File: src/rtl/jtag_pkg.sv
// Shared TAP definitions: standard 4-bit state codes, the next-state table
// and the data-register selection type.
package jtag_pkg;

  typedef enum logic [3:0] {
    TAP_EX2DR   = 4'h0,
    TAP_EX1DR   = 4'h1,
    TAP_SHDR    = 4'h2,
    TAP_PAUSEDR = 4'h3,
    TAP_SELIR   = 4'h4,
    TAP_UPDDR   = 4'h5,
    TAP_CAPDR   = 4'h6,
    TAP_SELDR   = 4'h7,
    TAP_EX2IR   = 4'h8,
    TAP_EX1IR   = 4'h9,
    TAP_SHIR    = 4'hA,
    TAP_PAUSEIR = 4'hB,
    TAP_RTI     = 4'hC,
    TAP_UPDIR   = 4'hD,
    TAP_CAPIR   = 4'hE,
    TAP_TLR     = 4'hF
  } tap_state_t;

  typedef enum logic [1:0] {
    SEL_BYPASS = 2'd0,
    SEL_IDCODE = 2'd1,
    SEL_USER   = 2'd2
  } dr_sel_t;

  // Low bits loaded at Capture-IR; the rest of the IR is zero-filled.
  localparam logic [1:0] CAPIR_LSBS = 2'b01;

  function automatic tap_state_t next_tap_state(input tap_state_t state, input logic tms);
    tap_state_t nxt;
    case (state)
      TAP_TLR:     nxt = tms ? TAP_TLR   : TAP_RTI;
      TAP_RTI:     nxt = tms ? TAP_SELDR : TAP_RTI;
      TAP_SELDR:   nxt = tms ? TAP_SELIR : TAP_CAPDR;
      TAP_CAPDR:   nxt = tms ? TAP_EX1DR : TAP_SHDR;
      TAP_SHDR:    nxt = tms ? TAP_EX1DR : TAP_SHDR;
      TAP_EX1DR:   nxt = tms ? TAP_UPDDR : TAP_PAUSEDR;
      TAP_PAUSEDR: nxt = tms ? TAP_EX2DR : TAP_PAUSEDR;
      TAP_EX2DR:   nxt = tms ? TAP_UPDDR : TAP_SHDR;
      TAP_UPDDR:   nxt = tms ? TAP_SELDR : TAP_RTI;
      TAP_SELIR:   nxt = tms ? TAP_TLR   : TAP_CAPIR;
      TAP_CAPIR:   nxt = tms ? TAP_EX1IR : TAP_SHIR;
      TAP_SHIR:    nxt = tms ? TAP_EX1IR : TAP_SHIR;
      TAP_EX1IR:   nxt = tms ? TAP_UPDIR : TAP_PAUSEIR;
      TAP_PAUSEIR: nxt = tms ? TAP_EX2IR : TAP_PAUSEIR;
      TAP_EX2IR:   nxt = tms ? TAP_UPDIR : TAP_SHIR;
      TAP_UPDIR:   nxt = tms ? TAP_SELDR : TAP_RTI;
      default:     nxt = TAP_TLR;
    endcase
    return nxt;
  endfunction

  function automatic logic is_ir_state(input tap_state_t state);
    return (state == TAP_SELIR) || (state == TAP_CAPIR) || (state == TAP_SHIR) ||
           (state == TAP_EX1IR) || (state == TAP_PAUSEIR) || (state == TAP_EX2IR) ||
           (state == TAP_UPDIR);
  endfunction

endpackage

File: src/rtl/jtag_sync_edge.sv
// Multi-flop synchroniser for an edge pin plus companion data pins, with
// single-clk rise/fall pulses derived from the synchronised edge pin.
module jtag_sync_edge #(
  parameter int WIDTH  = 2,
  parameter int STAGES = 2
) (
  input  logic             clk,
  input  logic             rst,
  input  logic             edge_pin,
  input  logic [WIDTH-1:0] data_pins,
  output logic [WIDTH-1:0] data_sync,
  output logic             rise,
  output logic             fall
);

  logic [WIDTH:0] stage_q [STAGES];
  logic [WIDTH:0] stage_d [STAGES];
  logic           hist_q;
  logic           hist_d;

  assign stage_d[0] = {data_pins, edge_pin};

  genvar gi;
  generate
    for (gi = 1; gi < STAGES; gi++) begin : g_stage
      assign stage_d[gi] = stage_q[gi-1];
    end
  endgenerate

  assign hist_d = stage_q[STAGES-1][0];

  always_ff @(posedge clk) begin
    if (rst) begin
      for (int i = 0; i < STAGES; i++) stage_q[i] <= '0;
      hist_q <= 1'b0;
    end else begin
      for (int i = 0; i < STAGES; i++) stage_q[i] <= stage_d[i];
      hist_q <= hist_d;
    end
  end

  // Data pins leave the chain at the same depth as the edge pin, so a
  // pulse sees the tms/tdi values that were present at the raw edge.
  assign data_sync = stage_q[STAGES-1][WIDTH:1];
  assign rise      = stage_q[STAGES-1][0] & ~hist_q;
  assign fall      = ~stage_q[STAGES-1][0] & hist_q;

endmodule

File: src/rtl/jtag_tap_param.sv
// Parametrised JTAG TAP oversampled in the clk domain: 16-state FSM,
// instruction register and BYPASS / IDCODE / user data registers.
module jtag_tap_param
  import jtag_pkg::*;
#(
  parameter int                  IR_WIDTH     = 4,
  parameter int                  DR_WIDTH     = 16,
  parameter logic [IR_WIDTH-1:0] IDCODE_INSTR = 4'h1,
  parameter logic [DR_WIDTH-1:0] ID_VALUE     = 16'h5249,
  parameter int                  SYNC_STAGES  = 2
) (
  input  logic                clk,
  input  logic                rst,
  input  logic                tck,
  input  logic                tms,
  input  logic                tdi,
  output logic                tdo,
  input  logic [DR_WIDTH-1:0] wr_data,
  output logic                do_update,
  output logic [IR_WIDTH-1:0] instr_line,
  output logic [DR_WIDTH-1:0] data_line,
  output logic [3:0]          dbg_state,
  output logic [DR_WIDTH-1:0] dbg_shift
);

  localparam logic [IR_WIDTH-1:0] CAPIR_VALUE = IR_WIDTH'(CAPIR_LSBS);
  localparam logic [IR_WIDTH-1:0] BYPASS_INSTR = '1;

  logic [1:0] pins_sync;
  logic       tck_rise;
  logic       tck_fall;
  logic       tms_s;
  logic       tdi_s;

  jtag_sync_edge #(
    .WIDTH  (2),
    .STAGES (SYNC_STAGES)
  ) u_sync (
    .clk       (clk),
    .rst       (rst),
    .edge_pin  (tck),
    .data_pins ({tdi, tms}),
    .data_sync (pins_sync),
    .rise      (tck_rise),
    .fall      (tck_fall)
  );

  assign tms_s = pins_sync[0];
  assign tdi_s = pins_sync[1];

  tap_state_t          state_q, state_d;
  logic [IR_WIDTH-1:0] ir_q, ir_d;
  logic [IR_WIDTH-1:0] instr_q, instr_d;
  logic                bp_q, bp_d;
  logic [DR_WIDTH-1:0] id_q, id_d;
  logic [DR_WIDTH-1:0] user_q, user_d;
  logic [DR_WIDTH-1:0] data_q, data_d;
  logic                upd_q, upd_d;
  logic                tdo_q, tdo_d;
  dr_sel_t             dr_sel;

  // BYPASS wins if IDCODE_INSTR is ever configured as all ones.
  always_comb begin
    if (instr_q == BYPASS_INSTR)      dr_sel = SEL_BYPASS;
    else if (instr_q == IDCODE_INSTR) dr_sel = SEL_IDCODE;
    else                              dr_sel = SEL_USER;
  end

  always_comb begin
    state_d = state_q;
    ir_d    = ir_q;
    instr_d = instr_q;
    bp_d    = bp_q;
    id_d    = id_q;
    user_d  = user_q;
    data_d  = data_q;
    upd_d   = 1'b0;
    tdo_d   = tdo_q;

    if (tck_rise) begin
      state_d = next_tap_state(state_q, tms_s);

      if (state_q == TAP_SHIR)  ir_d    = {tdi_s, ir_q[IR_WIDTH-1:1]};
      if (state_d == TAP_CAPIR) ir_d    = CAPIR_VALUE;
      if (state_d == TAP_UPDIR) instr_d = ir_q;

      if (state_q == TAP_SHDR) begin
        case (dr_sel)
          SEL_BYPASS: bp_d   = tdi_s;
          SEL_IDCODE: id_d   = {tdi_s, id_q[DR_WIDTH-1:1]};
          default:    user_d = {tdi_s, user_q[DR_WIDTH-1:1]};
        endcase
      end

      if (state_d == TAP_CAPDR) begin
        case (dr_sel)
          SEL_BYPASS: bp_d   = 1'b0;
          SEL_IDCODE: id_d   = ID_VALUE;
          default:    user_d = wr_data;
        endcase
      end

      if (state_d == TAP_UPDDR && dr_sel == SEL_USER) begin
        data_d = user_q;
        upd_d  = 1'b1;
      end
    end

    if (tck_fall) begin
      case (state_q)
        TAP_SHIR: tdo_d = ir_q[0];
        TAP_SHDR: begin
          case (dr_sel)
            SEL_BYPASS: tdo_d = bp_q;
            SEL_IDCODE: tdo_d = id_q[0];
            default:    tdo_d = user_q[0];
          endcase
        end
        default:  tdo_d = 1'b0;
      endcase
    end

    if (state_q == TAP_TLR) instr_d = IDCODE_INSTR;
  end

  always_ff @(posedge clk) begin
    if (rst) begin
      state_q <= TAP_TLR;
      ir_q    <= '0;
      instr_q <= IDCODE_INSTR;
      bp_q    <= 1'b0;
      id_q    <= '0;
      user_q  <= '0;
      data_q  <= '0;
      upd_q   <= 1'b0;
      tdo_q   <= 1'b0;
    end else begin
      state_q <= state_d;
      ir_q    <= ir_d;
      instr_q <= instr_d;
      bp_q    <= bp_d;
      id_q    <= id_d;
      user_q  <= user_d;
      data_q  <= data_d;
      upd_q   <= upd_d;
      tdo_q   <= tdo_d;
    end
  end

  // Debug view follows whichever register a scan would currently shift.
  always_comb begin
    dbg_shift = '0;
    if (is_ir_state(state_q)) begin
      dbg_shift = DR_WIDTH'(ir_q);
    end else begin
      case (dr_sel)
        SEL_BYPASS: dbg_shift[0] = bp_q;
        SEL_IDCODE: dbg_shift    = id_q;
        default:    dbg_shift    = user_q;
      endcase
    end
  end

  assign tdo        = tdo_q;
  assign do_update  = upd_q;
  assign instr_line = instr_q;
  assign data_line  = data_q;
  assign dbg_state  = state_q;

endmodule

File: config.mk
export PLATFORM = sky130hd
export DESIGN_NAME = jtag_tap_param
export DESIGN_NICKNAME = d
export VERILOG_FILES = /design/src/rtl/jtag_pkg.sv /design/src/rtl/jtag_sync_edge.sv /design/src/rtl/jtag_tap_param.sv
export SDC_FILE = /design/constraint.sdc
export NUM_CORES = 1
export LEC_CHECK = 0
export CORE_MARGIN = 5
export CORE_UTILIZATION = 40
export CTS_CLUSTER_DIAMETER = 40
export DETAILED_ROUTE_END_ITERATION = 10
export DONT_BUFFER_PORTS = 1
export GPL_ROUTABILITY_DRIVEN = 0
export PLACE_DENSITY_LB_ADDON = 0.1
export SLEW_MARGIN = 25
export SYNTH_ARGS = -nofsm -noshare
export SYNTH_HDL_FRONTEND = slang
export SYNTH_SLANG_ARGS = --single-unit
File: constraint.sdc
create_clock -name clk -period 2.05 [get_ports clk]
set_input_delay 0 -clock clk [delete_from_list [all_inputs] [get_ports clk]]
set_output_delay 0 -clock clk [all_outputs]
set_load 0.01 [all_outputs]
==> qor.csv <==
stage,metric,value,unit
run_status,status,"finished, final reports clean",
layout,fillers,759,
worst_setup_path,cp_max_fo,15,
global_route,grt_pass1_wl,13.5,mm
sta,fin_setup_tns,0,ns
placement,port_buffers,0,
logic_synthesis,async_flop_share,0,
route,dr.pass1.iters,4,
worst_setup_path,start_kind,register,
clock_tree,cts_tree,done,
layout,final_cell_mix,"68 x dfxtp_1, 47 x nand2_1, 38 x nor2_1",
clock_tree,cts_sinks,70,
floorplanning,initial_core_util,0.414,
sta,fmax,538,MHz
clock_tree,path_clk_slew,0.08,ns
job,maxCapViolCount,0,
logic_synthesis,netlist.area_leader.share,0.436,
global_route,antenna_found_initial,0,
floorplanning,die_area,9930,sq um
floorplanning,rows,32,
layout,layout_commonest_cell,dfxtp_1,
logic_synthesis,synth_edf_count,0,
sta,max_slew_margin,0.572,
pwr,vdd_drop_max,464,uV
sta,finalCriticalPeriod,1.86,ns
placement,dp_hpwl,5.69,mm
route,drc,0,
layout,syn_to_final_growth,18.1,%
clock_tree,clk_latency,0.35,ns
clock_tree,numCtsBuffers,9,
logic_synthesis,synth_fp_nets,403,
clock_tree,root_buffer,clkbuf_8,
global_route,grt_usage,0.172,
sta,hold_viol_final,0,
layout,diodes,0,
clock_tree,clock_tree.buffer_depth,2,
pwr,power-per-cell-area,740,nW/um^2
layout,regArea,1400,sq um
route,vias,2746,
global_route,grt_max_degree,74,
floorplanning,die_h,99.6,um
logic_synthesis,synth_area_leaders,"dfxtp_1 44%, nand2b_1 7.0%, mux2i_1 6.2%, nand2_1 5.5%, nor2_1 4.4%",
worst_setup_path,end_kind,output port,
worst_setup_path,arrival,1.86,ns
route,drt-wirelength-per-cell,16.8,um
sta,period_share,0.907,
layout,post-route-util,0.488,
logic_synthesis,synth_cell_types,39,
route,vias_per_cell,5.43,
logic_synthesis,seq_area_frac_synth,0.436,
sta,setup_viol,0,
worst_setup_path,worstSetupPathType,reg -> out,
floorplanning,die_w,99.6,um
route,wirelength,8.51,mm
sta,fin_worst_skew,0.00394,ns
sta,drv_slew,0,
logic_synthesis,synth.cell_area,3210,sq um
logic_synthesis,ys_ff_latch,70,
logic_synthesis,synth.avg_cell_area,8.41,sq um
floorplanning,io_pins,63,
logic_synthesis,syn_inst,382,
logic_synthesis,synth_top_area_cell,dfxtp_1,
floorplanning,core,7770,sq um
pwr,p_leak,1.30,nW
logic_synthesis,yosys_warnings,0,
sta,worstMarginPinSlew,0.636,ns
sta,rsz0062_at_grt,no,
route,drtIter0Drc,233,
logic_synthesis,ys.flop_type,dfxtp_1,
layout,layout-drive-gt1-share,0.116,
route,ant_nets,0,
worst_hold_path,hp-class,in -> reg,
layout,multi_input_area,1650,sq um
global_route,grt_overflow,0,
layout,nets,420,
global_route,grt_pass1_vias,2499,
worst_setup_path,cp.required,2.05,ns
clock_tree,h-tree-depth,3,
-- worst paths after layout --
kind | start | endpoint | slack [ns] | cells after the start
setup / recovery | instr_line[3] | dbg_shift[1] | 0.19 | 4
hold / removal | rst | id_q[4] | 0.1 | 2
setup reg to reg | dbg_state[1] | ir_q[3] | 0.19 | 5
hold reg to reg | u_sync.stage_q[0][0] | u_sync.stage_q[0][3] | 0.44 | 1
-- cells in the mapped netlist, types with 2 or more instances --
cell,instances
or4_1,2
nand3_1,3
buf_2,7
a31oi_1,10
a211oi_1,16
a21oi_1,19
and4_1,2
or3_1,2
o32ai_1,2
dfxtp_1,70
buf_4,2
clkbuf_1,22
nor2b_1,8
o21ai_0,8
nor4_1,3
o22ai_1,16
nand2_1,47
a22o_1,3
nor3_1,5
nand2b_1,36
inv_1,6
a22oi_1,15
or3b_2,3
nor2_1,38
mux2i_1,20
a211o_1,3
o21bai_1,2
-- worst max-delay path, cell delays in order (launching register included) --
cell	delay [ns]
dfxtp_1	0.41
nor4b_4	0.44
buf_4	0.29
a22oi_1	0.13
o21ai_1	0.24
-- metrics by stage --
stage | power [W] | instances | setup WS, ns | area (sq um) | hold WS, ns
after floorplan | 0.00152 | 382 | 0.218 | 3210 | 0.128
after global placement | 0.00153 | 469 | 0.147 | 3340 | 0.0791
after detailed placement | 0.00153 | 469 | 0.171 | 3340 | 0.0786
after CTS | 0.00285 | 506 | 0.0672 | 3790 | 0.104
after global routing | 0.00292 | 506 | 0.0482 | 3790 | 0.128
final | 0.00281 | 506 | 0.191 | 3790 | 0.0981
-- power by group --
group | switching, W | internal, W | total (W)
logic | 0.0000890 | 0.0000804 | 0.000169
clock network | 0.000563 | 0.000689 | 0.00125
registers | 0.0000161 | 0.00137 | 0.00139
total | 0.000668 | 0.00214 | 0.00281
-- state kept, by name, summed over array words and instances (netlist names), 4 cells and up --
register and count:
user_q 16, id_q 16, ir_q 4, dbg_state 4
data_line 16, u_sync.stage_q 6, instr_line 4
-- cell families after synthesis --
group,after synthesis,synth area share
multiplexers,20,0.0623
AO/OA/AOI/OAI,97,0.201
AND/OR/NAND/NOR,157,0.252
buffers and inverters,38,0.0495
flip-flops,70,0.436
-- final cells by class --
class | instances | share of cell area
clock inverters | 7 | 0.0257
well taps | 102 | 0.0336
inverters | 7 | 0.00693
clock buffers | 9 | 0.0327
repair buffers | 37 | 0.0950
flip-flops and latches | 70 | 0.370
multi-input cells | 274 | 0.436
-- routing by layer --
layer / routed length (um) / up-vias / track usage
met2: 3540 / 74 / 0.233
met4: 87 / 0 / 0.0410
met3: 589 / 6 / 0.0561
li1: - / 1386 / -
met5: 0 / - / 0
met1: 4300 / 1280 / 0.260
-- timing repair --
action / CTS / global route
hold buffers: 21 / 0
setup endpoints to repair: 12 / 15
pin swaps: 0 / 0
setup buffers: 0 / 0
endpoints found under the hold margin: 60 / 0
resized for setup: 1 / 5
(Power assumes the default switching activity.)
